**config.mk**
```make
export PLATFORM = sky130hd
export DESIGN_NAME = mainfsm_wait
export DESIGN_NICKNAME = d
export VERILOG_FILES = /design/src/rtl/mainfsm_wait.sv
export SDC_FILE = /design/constraint.sdc
export NUM_CORES = 1
export LEC_CHECK = 0
export CORE_AREA = 2 2 39 41
export CTS_CLUSTER_SIZE = 10
export DETAILED_ROUTE_END_ITERATION = 10
export DIE_AREA = 0 0 41 43
export DONT_BUFFER_PORTS = 1
export PLACE_DENSITY_LB_ADDON = 0.3
export SLEW_MARGIN = 0
export SYNTH_ARGS = -nofsm -noshare
export SYNTH_HDL_FRONTEND = slang
export SYNTH_SLANG_ARGS = --single-unit
```
**constraint.sdc**
```tcl
create_clock -name clk -period 4.1 [get_ports clk]
set_input_delay 1.025 -clock clk [delete_from_list [all_inputs] [get_ports clk]]
set_output_delay 1.025 -clock clk [all_outputs]
set_load 0.005 [all_outputs]
```
**src/rtl/mainfsm_wait.sv**
```systemverilog
// mainfsm_wait: multicycle ARM control FSM with bus wait states and a sticky fault state.
// Define MAINFSM_TIMEOUT_EN to fault an access after 2^TIMEOUT_W consecutive not-ready cycles.
module mainfsm_wait #(
    parameter int TIMEOUT_W   = 4,
    parameter bit UNDEF_FAULT = 1'b1
) (
    input  logic       clk,
    input  logic       reset,
    input  logic [1:0] Op,
    input  logic [5:0] Funct,
    input  logic       MemReady,
    output logic       MemReq,
    output logic       IRWrite,
    output logic       NextPC,
    output logic       AdrSrc,
    output logic       ALUSrcA,
    output logic       RegW,
    output logic       MemW,
    output logic       Branch,
    output logic       ALUOp,
    output logic [1:0] ALUSrcB,
    output logic [1:0] ResultSrc,
    output logic       Fault,
    output logic [1:0] FaultCause,
    output logic [3:0] StateOut
);
    typedef enum logic [3:0] {
        FETCH    = 4'd0,
        DECODE   = 4'd1,
        MEMADR   = 4'd2,
        MEMRD    = 4'd3,
        MEMWB    = 4'd4,
        MEMWR    = 4'd5,
        EXECUTER = 4'd6,
        EXECUTEI = 4'd7,
        ALUWB    = 4'd8,
        BRANCH   = 4'd9,
        FAULT    = 4'd10
    } state_t;

    state_t      state_q, state_d;
    logic        fault_q, fault_d;
    logic [1:0]  cause_q, cause_d;
    logic        access;
    logic        timeout;
    logic        fetch_go;
    logic [12:0] ctl;
    logic        unused_funct;

    assign unused_funct = ^Funct[4:1];
    assign access       = state_q inside {FETCH, MEMRD, MEMWR};

`ifdef MAINFSM_TIMEOUT_EN
    logic [TIMEOUT_W-1:0] cnt_q, cnt_d;

    assign timeout = access && !MemReady && (cnt_q == '1);

    always_comb begin
        cnt_d = (state_d != state_q) ? '0 :
                (access && !MemReady && cnt_q != '1) ? cnt_q + 1'b1 : cnt_q;
    end

    always_ff @(posedge clk or posedge reset) begin
        if (reset)
            cnt_q <= '0;
        else
            cnt_q <= cnt_d;
    end
`else
    localparam int unused_timeout_w = TIMEOUT_W;
    assign timeout = 1'b0;
`endif

    always_ff @(posedge clk or posedge reset) begin
        if (reset) begin
            state_q <= FETCH;
            fault_q <= 1'b0;
            cause_q <= 2'b00;
        end else begin
            state_q <= state_d;
            fault_q <= fault_d;
            cause_q <= cause_d;
        end
    end

    always_comb begin
        state_d = state_q;
        case (state_q)
            FETCH:              state_d = MemReady ? DECODE : FETCH;
            DECODE:             state_d = (Op == 2'b00) ? (Funct[5] ? EXECUTEI : EXECUTER) :
                                          (Op == 2'b01) ? MEMADR :
                                          (Op == 2'b10) ? BRANCH :
                                          (UNDEF_FAULT ? FAULT : FETCH);
            EXECUTER, EXECUTEI: state_d = ALUWB;
            MEMADR:             state_d = Funct[0] ? MEMRD : MEMWR;
            MEMRD:              state_d = MemReady ? MEMWB : MEMRD;
            MEMWR:              state_d = MemReady ? FETCH : MEMWR;
            ALUWB, MEMWB, BRANCH: state_d = FETCH;
            FAULT:              state_d = FAULT;
            default:            state_d = FETCH;
        endcase
        if (timeout)
            state_d = FAULT;
    end

    // Cause is latched only on the entering transition, so it never changes while in FAULT.
    always_comb begin
        fault_d = fault_q | (state_d == FAULT);
        cause_d = (state_d == FAULT && state_q != FAULT) ? (timeout ? 2'b10 : 2'b01) : cause_q;
    end

    assign fetch_go = MemReady & ~reset;

    // ctl = {MemReq, NextPC, Branch, MemW, RegW, IRWrite, AdrSrc, ResultSrc, ALUSrcA, ALUSrcB, ALUOp}
    always_comb begin
        ctl = '0;
        case (state_q)
            FETCH:    ctl = {1'b1, fetch_go, 3'b000, fetch_go, 7'b0_10_1_10_0};
            DECODE:   ctl = 13'b0_00000_0_10_1_10_0;
            EXECUTER: ctl = 13'b0_00000_0_00_0_00_1;
            EXECUTEI: ctl = 13'b0_00000_0_00_0_01_1;
            ALUWB:    ctl = 13'b0_00010_0_00_0_00_0;
            MEMADR:   ctl = 13'b0_00000_0_00_0_01_0;
            MEMRD:    ctl = 13'b1_00000_1_00_0_00_0;
            MEMWR:    ctl = 13'b1_00100_1_00_0_00_0;
            MEMWB:    ctl = 13'b0_00010_0_01_0_00_0;
            BRANCH:   ctl = 13'b0_01000_0_10_0_01_0;
            default:  ctl = '0;
        endcase
    end

    assign {MemReq, NextPC, Branch, MemW, RegW, IRWrite, AdrSrc, ResultSrc, ALUSrcA, ALUSrcB, ALUOp} = ctl;
    assign StateOut   = state_q;
    assign Fault      = fault_q;
    assign FaultCause = cause_q;
endmodule

```
==> results.md <==
* Outcome: finished clean
* Clk buf depth at 2
* CTS tree: done
* Setup crit end kind: output port
* Ant. Diodes at 0
* Post-synthesis sequential area ratio at 0.2956
* Layout Cells excl Fill at 78
* Max-cap viol count at 0
* Post-cts resize count at 0
* Die height at roughly 43 um
* Worst EP arrival at approximately 1.6 ns
* Final nets at 75
* Synth area leaders: dfrtp_1 30%, nor2_1 7.4%, nand2b_1 6.2%, buf_4 5.9%, inv_1 5.2%
* Clock group share of total power at 0.137
* Clk_skew at around 0.0011 ns
* Drt drc at 0
* Unique masters post-synth at 27
* Drt first pass iters at 4
* Synth Area in XOR/XNOR at 0
* Syn Nets at 77
* Synth area leader: dfrtp_1
* Internal power at around 0.19 mW
* Final Core Density at 0.3608
* LEAKAGE at approximately 0.21 nW
* Fill count at between 100 and 150
* Multiplexer share of the synthesized area at 0
* Comb power frac at 0.480
* Vias in the first global route at 410
* Global-route wire length before repair at between 1.5 and 2 mm
* Critical path depth in cells at 4
* Slowest cell on the critical path: dfrtp_1
* Most common flop cell mapped by yosys: dfrtp_1
* Psw at 0.1883 mW
* CP endpoint: ALUSrcB[0]
* GP Congestion at ~0.69
* Most common cell in the netlist: nor2_1
* Routed WL at 1.090 mm
* Worst r2r dst: FaultCause[0]
* Largest net degree at the start of global routing at 15
* Clock sinks at 6
* Clk_lat worst skew at between 0.2 and 0.25 ns
* PD cells at roughly 750 nW/um2
* # rows at 14
* Worst-path cell chain: nand2b_1 -> nor2_1 -> nor2_1 -> o21ai_0
* Worst-path maximum fanout at 13
* Initial Util at 0.3671
* Ys Warns at 0
* Final ANT Viol Nets at 0
* Flop pwr share at 0.383
* Crit path largest cell delay at around 0.52 ns
* Yosys top cell area share at 0.2956
* Die area at between 1500 and 2000 um2
* Via density at ~5.7
* Synth Area in Adders at 0
* Commonest cells post-synth: 10 x nor2_1, 7 x inv_1, 6 x dfrtp_1, 5 x nand2b_1
* Maximum clock rate at 386.4 MHz
* CP Class: reg2out
* Num ports at 31
* Critical path required time at between 3 and 4 ns
* Final WS setup at 1.512 ns
* Global Route Usage Sum at 0.1430
* CP top delay family: simple AND/OR/NAND/NOR gates
* GR Overflow Total at 0
* Synth Area per Inst at around 7.7 um2
* Initial antenna violation count at 0
* TNS Setup at 0 ns
* CP startpoint kind: register
* Final period util at 0.6313
* 1st-iter DRT viols at 11
* Minimum clock period at between 2 and 3 ns
* Reg2reg path depth at 4
* Worst Path Buf+Inv at 0
* Vias at approximately 440
* Setup Viol. Count Final at 0
* Synth async-reset ratio at 1.000
* Post-synth EDFFs at 0
* Synth-to-layout area growth at -1.724%
* Crit path top cell by count: nor2_1
* Compound-cell area share of the yosys netlist at 0.2118
* Pre-CTS WS at approximately 1.6 ns
* Largest family of logic cells by synthesized area: simple AND/OR/NAND/NOR gates
* Die Wd at between 40 and 50 um
* CTS Hold Buffers Added at 0
* Worst-path clk slew at ~0.040 ns
* Synthesized area at about 510 um2
* Post-Place Cells at 75
* Post-CTS setup buffers at 0
* HP Class: reg2reg
* Share of cells above drive strength 1 at 0.09677
* Simple-gate portion of the synthesized area at 0.3325
* CP Launch Point: StateOut[3]
* Core Area at 1384 um2
* Sw Ratio at 0.5004
* H-tree levels at 1
* Hold Vio Cnt, Final at 0
* FF-to-FF setup slack at 2.53 ns
* HPWL reported at the end of detailed placement at roughly 850 um
* Cells after Synth at 66
* Number of port buffers at 0
* RSZ-0062 raised after global routing: false
* Synth Register Bits at 6
* Reg2reg start: StateOut[1]
* Final Slew Violations at 0
* Total CTS buffers at 3
* Root Buffer: clkbuf_4
* Max VDD drop at around 0.31 mV
* Drt wl/cell at 13.97 um
power groups by stage:
stage	Clock [mW]	Combinational, mW	Sequential (mW)
2_1_floorplan	0	0.223	0.0990
3_3_place_gp	0	0.180	0.146
3_5_place_dp	0	0.184	0.147
4_1_cts	0.0557	0.184	0.146
5_1_grt	0.0578	0.210	0.153
6_report	0.0516	0.181	0.144
per-stage QoR:
| step | power [mW] | cell area, um2 | hold slack [ns] |
|---|---|---|---|
| floorplan | 0.3222 | 508.0 | 0.4596 |
| global placement | 0.3261 | 476.7 | 0.4847 |
| detailed placement | 0.3303 | 476.7 | 0.4928 |
| CTS | 0.3855 | 499.2 | 0.5037 |
| global route | 0.4205 | 499.2 | 0.5110 |
| finish | 0.3763 | 499.2 | 0.5040 |
logic make-up (layout without fill, tap and decap cells):
group,Yosys count,after routing
simple gates,30,30
other cells,1,1
compound gates,15,15
flops,6,6
buf+inv,14,10
how the worst min path moves through the flow:
stage          cells past startpoint            end          start
2_1_floorplan                      2  FaultCause[0]  FaultCause[0]
3_3_place_gp                       2  FaultCause[0]  FaultCause[0]
3_5_place_dp                       2  FaultCause[0]  FaultCause[0]
4_1_cts                            1          Fault          Fault
5_1_grt                            1          Fault          Fault
6_report                           1          Fault          Fault
state kept, by name, summed over array words and instances (netlist names):
register	flops
Fault	1
StateOut	4
FaultCause	1
area by class of cell:
type / count / area (um2) / area share
clock buffers: 3 / 22.52 / 0.04511
flip-flops and latches: 6 / 150.1 / 0.3008
inverters: 7 / 26.28 / 0.05263
well taps: 16 / 20.02 / 0.04010
multi-input cells: 46 / 280.3 / 0.5614
placed cells by master, fill, tap and decap left out, drive strengths merged, types with 2 or more instances in the layout:
cell | netlist | layout
nor3 | 6 | 6
nor2 | 10 | 10
nor2b | 2 | 2
dfrtp | 6 | 6
nand2b | 5 | 5
a21boi | 2 | 2
o22ai | 2 | 2
o21ai | 4 | 4
inv | 7 | 7
clkbuf | 0 | 3
a211oi | 2 | 2
per-layer routing:
layer | GRT usage | part of all wire | vias to the layer above
met2 | 0.2031 | 0.44 | 17
met4 | 0.1000 | 0.0055 | 0
met3 | 0.04188 | 0.11 | 2
met5 | 0 | 0 | -
li1 | - | - | 212
met1 | 0.1761 | 0.44 | 210
(Power assumes the default switching activity.)
